**src/rtl/ahblite_led_sequencer.sv**
```systemverilog
// AHB-Lite LED pattern sequencer.
// Four LED patterns are stepped through with a programmable step length. The
// sequence either loops or stops on the last step, with no CPU involvement
// once it has been started.
// Optional build macro: LED_SEQ_PWM_EN adds a 4-bit brightness register at
// 0x0C and a period-15 PWM gate on the LED output.
//
// state   | meaning
// --------+---------------------------------------------------------------
// IDLE    | sequencer stopped, LED driven to 0
// RUN     | stepping through PATTERN0..LAST, each step PRESCALE+1 cycles
// DONE    | one-shot finished, LED holds PATTERN[LAST] until a CTRL write

module ahblite_led_sequencer #(
  parameter int LED_W      = 8,
  parameter int PRESCALE_W = 24
) (
  input  logic             HCLK,
  input  logic             HRESET,
  input  logic             HSEL,
  input  logic [31:0]      HADDR,
  input  logic [1:0]       HTRANS,
  input  logic [2:0]       HSIZE,
  input  logic [3:0]       HPROT,
  input  logic             HWRITE,
  input  logic [31:0]      HWDATA,
  input  logic             HREADY,
  output logic             HREADYOUT,
  output logic [31:0]      HRDATA,
  output logic             HRESP,
  output logic [LED_W-1:0] LED
);

  localparam logic [1:0] ST_IDLE = 2'b00;
  localparam logic [1:0] ST_RUN  = 2'b01;
  localparam logic [1:0] ST_DONE = 2'b10;

  localparam logic [2:0] A_CTRL     = 3'd0;
  localparam logic [2:0] A_PRESCALE = 3'd1;
  localparam logic [2:0] A_STATUS   = 3'd2;
  localparam logic [2:0] A_BRIGHT   = 3'd3;

  // Bus data-phase tracking
  logic       act_q, act_d;
  logic       wr_q, wr_d;
  logic [2:0] addr_q, addr_d;
  logic       oow_q, oow_d;

  // Register file
  logic [3:0]            ctrl_q, ctrl_d;
  logic [PRESCALE_W-1:0] prescale_q, prescale_d;
  logic [LED_W-1:0]      pat_q [4];
  logic [LED_W-1:0]      pat_d [4];

  // Sequencer
  logic [1:0]            state_q, state_d;
  logic [1:0]            idx_q, idx_d;
  logic [PRESCALE_W-1:0] count_q, count_d;
  logic [LED_W-1:0]      led_q, led_d;
  logic [LED_W-1:0]      led_norm;

`ifdef LED_SEQ_PWM_EN
  logic [3:0] bright_q, bright_d;
  logic [3:0] pwm_q, pwm_d;
`endif

  logic wr_en;
  logic ctrl_wr;
  logic ctrl_en;
  logic ctrl_oneshot;
  logic [1:0] ctrl_last;

  // Size/protection are ignored and only a few address/data bits are used;
  // fold the rest here so they are visibly consumed.
  logic unused_inputs;
  assign unused_inputs = ^{HSIZE, HPROT, HADDR, HWDATA};

  assign HREADYOUT = 1'b1;
  assign HRESP     = 1'b0;
  assign LED       = led_q;

  assign ctrl_en      = ctrl_q[0];
  assign ctrl_oneshot = ctrl_q[1];
  assign ctrl_last    = ctrl_q[3:2];

  // A write commits on the data-phase edge; offsets 0x20-0x3F are outside the
  // register window so they never alias onto a real register.
  assign wr_en   = act_q & wr_q & ~oow_q;
  assign ctrl_wr = wr_en & (addr_q == A_CTRL);

  // Capture the address phase of each accepted transfer
  always_comb begin
    act_d  = HSEL & HTRANS[1] & HREADY;
    wr_d   = wr_q;
    addr_d = addr_q;
    oow_d  = oow_q;
    if (act_d) begin
      wr_d   = HWRITE;
      addr_d = HADDR[4:2];
      oow_d  = HADDR[5];
    end
  end

  // Register writes from the data phase
  always_comb begin
    ctrl_d     = ctrl_q;
    prescale_d = prescale_q;
    pat_d      = pat_q;
`ifdef LED_SEQ_PWM_EN
    bright_d   = bright_q;
`endif
    if (wr_en) begin
      case (addr_q)
        A_CTRL:     ctrl_d     = HWDATA[3:0];
        A_PRESCALE: prescale_d = HWDATA[PRESCALE_W-1:0];
`ifdef LED_SEQ_PWM_EN
        A_BRIGHT:   bright_d   = HWDATA[3:0];
`endif
        3'd4, 3'd5, 3'd6, 3'd7: pat_d[addr_q[1:0]] = HWDATA[LED_W-1:0];
        default: ;
      endcase
    end
  end

  // Zero-wait read mux driven from the registered address
  always_comb begin
    HRDATA = 32'h0;
    if (!oow_q) begin
      case (addr_q)
        A_CTRL:     HRDATA = {28'h0, ctrl_q};
        A_PRESCALE: HRDATA = 32'(prescale_q);
        A_STATUS:   HRDATA = {28'h0, (state_q == ST_DONE), idx_q, (state_q == ST_RUN)};
`ifdef LED_SEQ_PWM_EN
        A_BRIGHT:   HRDATA = {28'h0, bright_q};
`endif
        3'd4, 3'd5, 3'd6, 3'd7: HRDATA = 32'(pat_q[addr_q[1:0]]);
        default: HRDATA = 32'h0;
      endcase
    end
  end

  // Sequencer next state; a CTRL write overrides any step event that cycle
  always_comb begin
    state_d = state_q;
    idx_d   = idx_q;
    count_d = count_q;
    if (ctrl_wr) begin
      idx_d = 2'd0;
      if (HWDATA[0]) begin
        state_d = ST_RUN;
        count_d = prescale_q;
      end else begin
        state_d = ST_IDLE;
        count_d = '0;
      end
    end else begin
      case (state_q)
        ST_RUN: begin
          if (count_q != '0) begin
            count_d = count_q - PRESCALE_W'(1);
          end else if (idx_q != ctrl_last) begin
            idx_d   = idx_q + 2'd1;
            count_d = prescale_q;
          end else if (!ctrl_oneshot) begin
            idx_d   = 2'd0;
            count_d = prescale_q;
          end else begin
            state_d = ST_DONE;
          end
        end
        ST_IDLE: ;
        ST_DONE: ;
        default: begin
          state_d = ST_IDLE;
          idx_d   = 2'd0;
          count_d = '0;
        end
      endcase
    end
  end

  // LED next value from the current step, optionally brightness-gated
  always_comb begin
    led_norm = (state_q == ST_IDLE) ? '0 : pat_q[idx_q];
`ifdef LED_SEQ_PWM_EN
    pwm_d = (pwm_q == 4'd14) ? 4'd0 : pwm_q + 4'd1;
    led_d = (pwm_q < bright_q) ? led_norm : '0;
`else
    led_d = led_norm;
`endif
  end

  // All state, synchronous active-high reset
  always_ff @(posedge HCLK) begin
    if (HRESET) begin
      act_q      <= 1'b0;
      wr_q       <= 1'b0;
      addr_q     <= 3'd0;
      oow_q      <= 1'b0;
      ctrl_q     <= 4'd0;
      prescale_q <= '0;
      pat_q      <= '{default: '0};
      state_q    <= ST_IDLE;
      idx_q      <= 2'd0;
      count_q    <= '0;
      led_q      <= '0;
`ifdef LED_SEQ_PWM_EN
      bright_q   <= 4'hF;
      pwm_q      <= 4'd0;
`endif
    end else begin
      act_q      <= act_d;
      wr_q       <= wr_d;
      addr_q     <= addr_d;
      oow_q      <= oow_d;
      ctrl_q     <= ctrl_d;
      prescale_q <= prescale_d;
      pat_q      <= pat_d;
      state_q    <= state_d;
      idx_q      <= idx_d;
      count_q    <= count_d;
      led_q      <= led_d;
`ifdef LED_SEQ_PWM_EN
      bright_q   <= bright_d;
      pwm_q      <= pwm_d;
`endif
    end
  end

endmodule
```
**config.mk**
```make
export PLATFORM = sky130hd
export DESIGN_NAME = ahblite_led_sequencer
export DESIGN_NICKNAME = d
export VERILOG_FILES = /design/src/rtl/ahblite_led_sequencer.sv
export SDC_FILE = /design/constraint.sdc
export NUM_CORES = 1
export LEC_CHECK = 0
export CORE_AREA = 4 4 74 128
export CTS_CLUSTER_DIAMETER = 150
export DETAILED_ROUTE_END_ITERATION = 10
export DIE_AREA = 0 0 78 132
export DONT_BUFFER_PORTS = 1
export PLACE_DENSITY = 0.8
export SKIP_CTS_REPAIR_TIMING = 1
export SLEW_MARGIN = 10
export SYNTH_ARGS = -nofsm -noshare
export SYNTH_HDL_FRONTEND = slang
export SYNTH_SLANG_ARGS = --single-unit
export TNS_END_PERCENT = 1
```
**constraint.sdc**
```tcl
create_clock -name HCLK -period 5.7 [get_ports HCLK]
set_clock_uncertainty 0.05 [all_clocks]
set_input_delay 0.57 -clock HCLK [delete_from_list [all_inputs] [get_ports HCLK]]
set_output_delay 0.57 -clock HCLK [all_outputs]
set_load 0.02 [all_outputs]
```
# Yosys cells after proc, flatten, opt, wreduce, memory -nomap -nowiden

Cells that the tools add are included.

Bits in registers: 102
Latch bits: 0
ROM bits: 0
Memories: 0
Output and inout bits: 42
Bits in writable memories: 0

Magnitude comparators: 3
Div/mod/pow operators: 0
Equal/unequal tests: 16
Mux-type cells: 27
Shifts and indexed selects: 0
Bitwise operators: 9
Reductions and logical operators: 14
Multipliers: 0
$add $sub $neg: 2

Operator list:

| operator                                                               | count |
|---|---|
| 24-bit two-way mux                                                     | 6 |
| 24-bit one-hot mux with 4 select lines                                 | 1 |
| 24-bit one-hot mux with 2 select lines                                 | 1 |
| 8-bit two-way mux                                                      | 5 |
| 8-bit binary-select mux with 2-bit select                              | 2 |
| 32-bit bitwise mux                                                     | 1 |
| 24-bit nonzero test                                                    | 1 |
| 24-bit by 1-bit subtractor with 24-bit output (second input constant)  | 1 |
| 8-bit demux with 2-bit select                                          | 1 |
| 2-bit two-way mux                                                      | 7 |
| 3-bit equality test (second input constant)                            | 4 |
| 3-bit != test (second input constant)                                  | 3 |
| 2-bit one-hot mux with 2 select lines                                  | 2 |
| 2-bit AND reduction                                                    | 4 |
| 3-bit >= comparator (second input constant)                            | 2 |
| 2-bit inverter with 3-bit output                                       | 2 |
| 2-bit OR reduction                                                     | 3 |
| 1-bit AND                                                              | 5 |
| 5-bit by 3-bit != test with 1-bit output (second input constant)       | 1 |
| 4-bit AND reduction                                                    | 1 |
| 4-bit OR reduction                                                     | 1 |
| 3-bit by 1-bit equality test with 1-bit output (second input constant) | 1 |
| 3-bit by 2-bit equality test with 1-bit output (second input constant) | 1 |
| 3-bit logical NOT                                                      | 1 |
| 13 further kinds                                                       | 14 |

# Depth between registers and ports, before layout

Depth in word-level cells: 6
Mapped depth: 8

# Least setup slack after synthesis

OpenSTA, ideal clock, no wires.

Kind: reg2reg
From: register count_q[6]
To: register count_q[15]
Path slack: 3.059 ns
Arrival: 2.452 ns
Cell stages (with the launch flop): 8
Path buffers: 2
Library setup time: 0.138 ns
Cells stage by stage: dfxtp_1 -> or4_4 -> or4_4 -> o41a_1 -> buf_6 -> o21ai_4 -> buf_8 -> o32ai_2

Longest elaborated chain between the ends: 4
Elaborated cells between the ends (all ways): 7
Classes of those cells: add/sub (1); eq/ne (1); mux (3); reduce/logical (2)

RTL lines:

| what                                                                                 | RTL line | text |
|---|---|---|
| from (decl)                                                                          | 58       | `logic [PRESCALE_W-1:0] count_q, count_d;` |
| from (signal assigned)                                                               | 221      | `count_q <= count_d;` |
| 24-bit by 1-bit subtractor with 24-bit output or 24-bit nonzero test (tied branches) | 160, 159 |  |
| 24-bit two-way mux                                                                   | 159      | `if (count_q != '0) begin` |
| 24-bit one-hot mux with 2 select lines                                               | 157      | `case (state_q)` |
| 24-bit two-way mux                                                                   | 147      | `if (ctrl_wr) begin` |

Several ways; a longest one is shown, not always the timed one.
A chain may end at the register's enable or synchronous reset.

# Final worst setup path

From: register count_q[3]
To: register count_q[10]

The elaborated chain is that of the path after synthesis.

==> summary.txt <==
Detailed routing
  • Post-Route WL: 14,500 µm
  • DR WL/cell: 20.6 µm
  • DR vias/cell: 6.65
  • Overall via count from detail_route: 4,675
  • Final routed DRC violation total: 0
  • DRT iter0 DRCs: 532
  • Routed Antenna Nets: 0
  • DR pass1 iterations: 6

Run
  • Max-cap violations: 0

Timing
  • Worst-Margin Slew: 1.17 ns
  • Final TNS setup: 0 ns
  • Setup Viol. Count Final: 0
  • Final hold vios: 0
  • Fmax: 284 MHz
  • Final Cycle Share: 61.8%
  • Final hold slack: 0.232 ns
  • Min Tclk post-route: 3.52 ns
  • RSZ-0062 raised after global routing: no
  • Max-slew headroom: 21.3%
  • Fin. max-slew vios: 0

Placement
  • Number of port buffers: 0
  • Global placement routability congestion: 0.926
  • Detailed placement HPWL: 9770 µm
  • DP Cell Count: 687

GRT
  • Grt total ovfl: 0
  • Overall Global Routing Usage: 28.4%
  • Number of global-route vias before repair: 4,755
  • First-pass GRT wire length: 23,400 µm
  • Largest net degree at the start of global routing: 89
  • Initial antenna violation count: 0

Synthesis
  • Top FF cell, synth: dfxtp_1
  • Top-count cell post-synth: dfxtp_1
  • Synth top area cells: dfxtp_1, mux2i_1, mux4_2, nand2_1, nor2_1
  • Avg Synthesized Cell Area: 8.92 µm²
  • Post-synth EDFFs: 0
  • Async SR Flop Fraction: 0%
  • Post-synthesis cell type count: 58
  • Synth top cells by count: dfxtp_1, nand2_1, nor2_1
  • #FFs+latches synth: 102
  • Sequential share of the synthesized area: 37.9%
  • Gate Count Post-Synth: 604
  • Cell Area, Synth: 5390 µm²
  • Share of the synthesized area in the top cell type: 37.9%
  • Cell accounting for the most synthesized area: dfxtp_1
  • Synth warn: 0

Setup path
  • Slowest cell on crit path: o41ai_4
  • Delay-heaviest family, CP: simple AND/OR/NAND/NOR gates
  • Crit path kind: reg -> reg
  • Startpoint Class: flop
  • WP data arrival: 3.76 ns
  • Worst endpoint required time: 5.93 ns
  • Critical-path maximum fanout: 18
  • Crit-path cells: nor4_1 -> nand4_1 -> o41ai_4 -> nand2_1 -> a21oi_1
  • Crit. path cell count: 5
  • CP endpoint kind: flop
  • Buf+Inv Stages, Crit Path: 0
  • Reg2Reg Setup Slack: 2.18 ns
  • Worst Reg2Reg Path Length in Cells: 5
  • Worst path max stage delay: 1.14 ns

Pwr
  • Gate power share: 2.5%
  • Switching Power: 0.306 mW
  • Total power: 1.43 mW
  • Switch share: 21.4%
  • PwrDens: 251 nW/µm²
  • Pleak: 2.03 nW
  • Clock network fraction of total power: 47.3%
  • VDD IR max: 267 µV
  • Internal: 1.12 mW
  • Reg power frac: 50.2%

Clock network
  • # clock sinks: 102
  • Insertion delay to the later sink of the worst-skew pair: 0.36 ns
  • CTS Buffer Depth: 2
  • H-tree depth: 3
  • CTS tree: built
  • CTS buffer count: 9
  • Clk pin slew, worst setup/hold paths: 0.07 ns
  • Clock root cell: clkbuf_16

Die
  • Die width: 78 µm
  • I/O pins: 120
  • Die height: 132 µm
  • Initial Util: 63.4%
  • Die area: 10,300 µm²
  • Row cnt: 45
  • Area of the core: 8500 µm²

Layout
  • Register area: 2040 µm²
  • Filler cells: 683
  • Layout cells sized above 1: 10.9%
  • ANT cells: 0
  • Nets: 661
  • Non-Filler Instances: 703
  • Area growth syn-to-layout: 5.62%
  • Multi-input logic area: 3030 µm²

Status
  • Status: complete, no violations

Worst hold path
  • WHS Path Cells: 1
  • Hold WC Path Type: in -> reg
## area by class of cell
type                            instances  area share [%]
Tap cell                              117            2.57
Clock buffer                           11            4.26
Timing Repair Buffer                    9            1.19
Clock inverter                          5            1.43
Inverter                               23            1.52
Sequential cell                       102            35.9
Multi-Input combinational cell        436            53.2
## power groups by stage
stage	Combinational [mW]	Clock, mW	Sequential [mW]
6_report	0.0354	0.676	0.717
3_3_place_gp	0.0338	0	0.734
2_1_floorplan	0.0443	0	0.731
3_5_place_dp	0.0343	0	0.734
5_1_grt	0.0382	0.702	0.717
4_1_cts	0.0346	0.673	0.717
## path summary, 6_finish.rpt
check	to	start
max	count_q[10]	count_q[3]
min	pat_q[26]	HRESET
max reg2reg	count_q[10]	count_q[3]
min reg2reg	ctrl_q[0]	ctrl_q[0]
## routing by layer
metal / part of all wire [%] / wire, µm / up-vias / track usage [%]
met5: 0 / 0 / - / 0
met4: 6.8 / 984 / 0 / 19.8
met3: 6.4 / 931 / 82 / 5.27
met2: 52 / 7500 / 262 / 49.8
met1: 35 / 5070 / 2219 / 29.8
li1: - / - / 2112 / -
## cell families (layout without fill, tap and decap cells)
| family | after synthesis | in the layout | synth area share (%) |
|---|---|---|---|
| xor+xnor | 6 | 6 | 0.975 |
| buf+inv | 74 | 48 | 6.59 |
| other cells | 2 | 10 | 0.139 |
| flops | 102 | 102 | 37.9 |
| fa+ha+maj | 2 | 2 | 0.464 |
| compound gates | 127 | 127 | 18.6 |
| mux | 61 | 61 | 15.0 |
| simple gates | 230 | 230 | 20.3 |
## state kept, by name (all words and copies together), names as in the netlist
name        flops
count_q        24
LED             8
act_q           1
wr_q            1
idx_q           2
addr_q          3
ctrl_q          4
prescale_q     24
state_q         2
oow_q           1
pat_q          32
## cell usage in the layout, fill, tap and decap left out, types with 2 or more instances in the layout
| cell type | netlist | final |
|---|---|---|
| buf_4 | 10 | 9 |
| conb_1 | 2 | 10 |
| nand2b_1 | 2 | 2 |
| mux4_2 | 16 | 16 |
| xnor2_1 | 3 | 3 |
| and4_1 | 3 | 3 |
| and2_0 | 2 | 2 |
| o311a_1 | 2 | 2 |
| a21oi_1 | 41 | 40 |
| nand4_1 | 5 | 5 |
| mux2i_1 | 45 | 45 |
| dfxtp_1 | 102 | 102 |
| a21o_1 | 2 | 2 |
| or2_2 | 3 | 3 |
| or4_1 | 4 | 4 |
| and3_1 | 2 | 2 |
| a221oi_1 | 2 | 2 |
| nand3_1 | 7 | 7 |
| nor2b_1 | 12 | 12 |
| xor2_1 | 3 | 3 |
| or4_4 | 2 | 2 |
| a31oi_1 | 2 | 2 |
| o21ai_0 | 9 | 9 |
| nand2_1 | 82 | 82 |
| or3_1 | 2 | 2 |
| o32ai_2 | 11 | 11 |
| inv_1 | 22 | 22 |
| ha_1 | 2 | 2 |
| o31ai_1 | 6 | 6 |
| a22oi_1 | 22 | 22 |
| clkbuf_16 | 0 | 9 |
| o32ai_1 | 6 | 6 |
| nor3_1 | 13 | 13 |
| a2bb2oi_1 | 5 | 5 |
| nor4_1 | 10 | 10 |
| and2_1 | 15 | 15 |
| nor2_1 | 61 | 61 |
| bufinv_16 | 0 | 2 |
| a32oi_1 | 9 | 9 |
## metrics by stage
stage | setup slack, ns | area, µm² | utilization (%)
2_1_floorplan | 3.06 | 5420 | -
3_3_place_gp | 2.34 | 5370 | 63.1
3_5_place_dp | 2.31 | 5370 | 63.1
4_1_cts | 2.29 | 5690 | 67.0
5_1_grt | 1.97 | 5690 | 67.0
6_report | 2.18 | 5690 | 67.0
No activity file was read; power rests on OpenSTA's default activity.
